--- src/rtl/ram_stream_reader.sv ---
// ram_stream_reader: streams an inclusive RAM address range, one byte at a time, to a UART transmitter.
module ram_stream_reader #(
  parameter int ADDR_W = 18,
  parameter int DATA_W = 8
) (
  input  logic              clk,
  input  logic              reset_n,
  input  logic              start,
  input  logic              abort,
  input  logic [ADDR_W-1:0] start_addr,
  input  logic [ADDR_W-1:0] end_addr,
  output logic [ADDR_W-1:0] ram_addr,
  input  logic [DATA_W-1:0] ram_q,
  output logic              tx_dv,
  output logic [DATA_W-1:0] tx_byte,
  input  logic              tx_done,
  output logic              busy,
  output logic              fin,
  output logic [ADDR_W:0]   byte_count
);
  typedef enum logic [2:0] {IDLE, FETCH, WAIT_RD, SEND, WAIT_TX, DONE} state_t;
  state_t            state_q, state_d;
  logic [ADDR_W-1:0] addr_q, addr_d, end_q, end_d;
  logic [DATA_W-1:0] byte_q, byte_d;
  logic [ADDR_W:0]   cnt_q, cnt_d;
  logic              fin_q, fin_d;
  always_ff @(posedge clk or negedge reset_n) begin
    if (!reset_n) begin
      state_q <= IDLE;
      addr_q  <= '0;
      end_q   <= '0;
      byte_q  <= '0;
      cnt_q   <= '0;
      fin_q   <= 1'b0;
    end else begin
      state_q <= state_d;
      addr_q  <= addr_d;
      end_q   <= end_d;
      byte_q  <= byte_d;
      cnt_q   <= cnt_d;
      fin_q   <= fin_d;
    end
  end
  always_comb begin
    state_d = state_q;
    addr_d  = addr_q;
    end_d   = end_q;
    byte_d  = byte_q;
    cnt_d   = cnt_q;
    fin_d   = fin_q;
    if (state_q != IDLE && abort) begin
      state_d = IDLE;
      fin_d   = 1'b0;
    end else begin
      case (state_q)
        IDLE: if (start) begin
          addr_d  = start_addr;
          end_d   = end_addr;
          cnt_d   = '0;
          fin_d   = start_addr > end_addr;
          state_d = start_addr > end_addr ? DONE : FETCH;
        end
        FETCH:   state_d = WAIT_RD;
        WAIT_RD: begin
          byte_d  = ram_q;
          state_d = SEND;
        end
        SEND:    state_d = WAIT_TX;
        // Compare before incrementing so a range ending at the top address never wraps.
        WAIT_TX: if (tx_done) begin
          cnt_d   = cnt_q + 1'b1;
          fin_d   = addr_q == end_q;
          addr_d  = addr_q == end_q ? addr_q : addr_q + 1'b1;
          state_d = addr_q == end_q ? DONE : FETCH;
        end
        DONE:    state_d = IDLE;
        default: state_d = IDLE;
      endcase
    end
  end
  assign ram_addr   = addr_q;
  assign tx_dv      = state_q == SEND;
  assign tx_byte    = byte_q;
  assign busy       = state_q inside {FETCH, WAIT_RD, SEND, WAIT_TX};
  assign fin        = fin_q;
  assign byte_count = cnt_q;
endmodule

--- config.mk ---
export PLATFORM = sky130hd
export DESIGN_NAME = ram_stream_reader
export DESIGN_NICKNAME = d
export VERILOG_FILES = /design/src/rtl/ram_stream_reader.sv
export SDC_FILE = /design/constraint.sdc
export NUM_CORES = 1
export LEC_CHECK = 0
export ABC_AREA = 1
export BUFFER_PORTS_ARGS = -buffer_cell sky130_fd_sc_hd__buf_2
export CORE_UTILIZATION = 43
export CTS_CLUSTER_DIAMETER = 120
export DETAILED_ROUTE_END_ITERATION = 10
export PLACE_DENSITY = 0.68
export SLEW_MARGIN = 20
export SYNTH_ARGS = -nofsm -noshare
export SYNTH_HDL_FRONTEND = slang
export SYNTH_SLANG_ARGS = --single-unit
--- constraint.sdc ---
create_clock -name clk -period 1.5 [get_ports clk]
set_input_delay 0.225 -clock clk [delete_from_list [all_inputs] [get_ports clk]]
set_output_delay 0.225 -clock clk [all_outputs]
set_load 0.005 [all_outputs]
==> run metrics <==
status finished with violations; failing checks setup timing; clk sinks 67; Pleak 3.34 nW; Initial DRC Count between 200 and 300; Worst-path clk slew roughly 80 ps; hpwl dp approximately 10000 µm; maximum vdd drop between 800 and 900 µV; WS Path Type reg2reg; CP Launch Point state_q[1]; Fin Hold WS about 88 ps; TritonCTS clock tree done; number of port buffers 96; Initial Utilization around 45%; Die Width between 100 and 150 µm; drt first pass iters 5; CP Data Arrival Time approximately 1900 ps; pwr dens 1720 mW/mm²; worst-margin pin slew between 400 and 500 ps; vias ~4.9k; top routing layer in use met4; yosys warns 0; async set-reset flop share out of synthesis 100%; drt drc 0; Final Non-Filler Cells between 900 and 1k; CTS Buf Count 9; Worst Hold Class in2reg; dpl cells a little over 900; fmax ~0.61 GHz; post-route minimum period around 1600 ps; CP max FO 12; reg2reg start state_q[1]; Final Power about 0.011 W; full die area around 0.011 mm²; crit end category flip-flop; share of cells above drive strength 1 35.2%; Worst-Skew Late Latency 360 ps; first-pass GRT wire length ~22000 µm; synth unique cells 31; RSZ-0062 raised after global routing true; Layout area overhead 39.7%; H-tree Lvls 3; clock skew between 10 and 15 ps; Max Root-Sink Buffers 2; RR Endpoint state_q[2]; Synth Flop Type dfrtp_1; Final nets 894; hold_sp ram_q[0]; r2r setup slk -150 ps; WHS Path Cells 2; largest net degree at the start of global routing 40; routability cong. 0.919; fill count between 800 and 900; CTS Root Cell clkbuf_8; Final Hold Viols 0; FP Rows 36; die height 104 µm; CP required roughly 1800 ps; Synth Area per Inst 7.04 µm²; # setup viols final between 40 and 50; final WL ~14000 µm; Metal-1 WL between 6000 and 7000 µm; io pins 97; synthesized flop and latch total 67; gr usage total roughly a quarter; vias in the first global route 4825; cells after synthesis around 640; final core area utilization between 60 and 70%; Post-synth EDFFs 0; Routed WL per cell around 14 µm; initial antenna violation count 0; Fin Setup TNS -3570 ps; Routed Antenna Nets 0; startpoint types flip-flop; Setup WS post-layout -149 ps; relative slew slack 72.7%; syn_nets slightly above 700; total grt overflow 0; Diodes inserted 0; Synth Cell Area roughly 0.0045 mm²; Slew Limit Fails 0; worst reg2reg path depth 11; MaxCap Viol Count 0; Placeable Area just under 0.01 mm²; register area share after synthesis 37.5%; vias per inst around 5.0; routed wl met3 around 750 µm; period utilization 110%; Hold Path Sink tx_byte[0]; routed wl met2 6680 µm
## synthesized netlist by cell type (all sizes together) (2+ instances only)
| library cell | number | share of area, % |
|---|---|---|
| a21o | 2 | 0.34 |
| a21oi | 10 | 1.1 |
| buf | 6 | 1.3 |
| clkbuf | 7 | 0.59 |
| dfrtp | 67 | 37 |
| ha | 20 | 5.6 |
| inv | 82 | 6.9 |
| mux2 | 8 | 2.0 |
| nand2 | 235 | 20 |
| nand3 | 44 | 5.1 |
| nand4 | 10 | 1.4 |
| nor2 | 54 | 5.2 |
| nor3 | 16 | 1.8 |
| o21ai | 46 | 6.2 |
| o31ai | 4 | 0.67 |
| or2 | 6 | 0.84 |
| xnor2 | 9 | 1.8 |
| xor2 | 7 | 1.4 |
## worst max-delay path by stage
stage	endpoint	slack [ps]	depth (start not counted)
after floorplan	ram_addr[12]	-90	12
after global placement	fin	-130	12
after detailed placement	byte_count[14]	-160	10
after CTS	byte_count[14]	-100	10
after global routing	byte_count[6]	-240	10
final	state_q[2]	-150	11
## routing by layer
metal  vias up  global-route usage (%)
met5         -                       0
met4         0                    10.1
met3        19                    3.32
met2       154                    44.4
met1      2306                    33.9
li1       2383                       -
## power by group
part | internal (W) | total, W | switching [W]
Clock | 0.000813 | 0.00161 | 0.000794
Sequential | 0.00246 | 0.00300 | 0.000533
Combinational | 0.00287 | 0.00617 | 0.00330
## placed cells by master, fill, tap and decap left out, types with 4 or more instances in the layout
master / count
buf_6: 4
nand3_1: 40
xor2_1: 7
inv_1: 75
buf_12: 4
or2_2: 5
o21ai_2: 16
nand2_1: 213
a21oi_1: 9
inv_2: 6
nand4_1: 10
ha_1: 20
o21ai_1: 9
nor3_1: 14
nor2_2: 7
buf_2: 96
clkbuf_8: 10
o21ai_0: 21
mux2_2: 8
nor2_4: 7
dfrtp_1: 67
xnor2_1: 7
nor2_1: 40
nand2_2: 21
buf_4: 84
## critical path: stages, from the launching register on
cell     delay, ps
dfrtp_1        420
nor2_4         140
buf_4          130
nand2_4         80
buf_12         130
buf_6          140
nor2_1          90
nand2_1         90
nand2_2        120
nor3_1          70
nand2_1         80
nand2_1         50
## logic make-up after synthesis
kind of cell / count (synthesis) / synth area share (%)
buffers and inverters: 96 / 8.86
muxes: 8 / 2.01
AOI/OAI and AO/OA: 62 / 8.36
adders and majority gates: 20 / 5.59
and+or+nand+nor: 367 / 34.6
DFF: 67 / 37.5
xor gates and xnor gates: 16 / 3.13
## state kept, by name, summed over array words and instances, names as in the netlist
signal	flops
fin	1
state_q	3
tx_byte	8
ram_addr	18
end_q	18
byte_count	19
## stage by stage
stage	instance area (µm²)	worst slack, ps
final	6250	-149
after CTS	6150	-100
after floorplan	4520	-85.6
after detailed placement	5720	-162
after global placement	5720	-132
after global routing	6250	-241
## area by class of cell
cell class / count / area, µm² / area share (%)
Multi-Input combinational cell: 473 / 2590 / 41.4
Sequential cell: 67 / 1680 / 26.8
Timing Repair Buffer: 191 / 1290 / 20.7
Inverter: 83 / 322 / 5.15
Tap cell: 133 / 166 / 2.66
Clock buffer: 10 / 138 / 2.20
Clock inverter: 6 / 65.1 / 1.04
## timing repair
item	4_1_cts	5_1_grt
hold buffers	1	0
gates cloned	1	0
hold endpoints to repair	13	0
buffers inserted	9	3
resized for setup	32	21
pin swaps	11	8
setup endpoints to repair	51	58
Note: power is estimated with default switching activity, not from simulation.
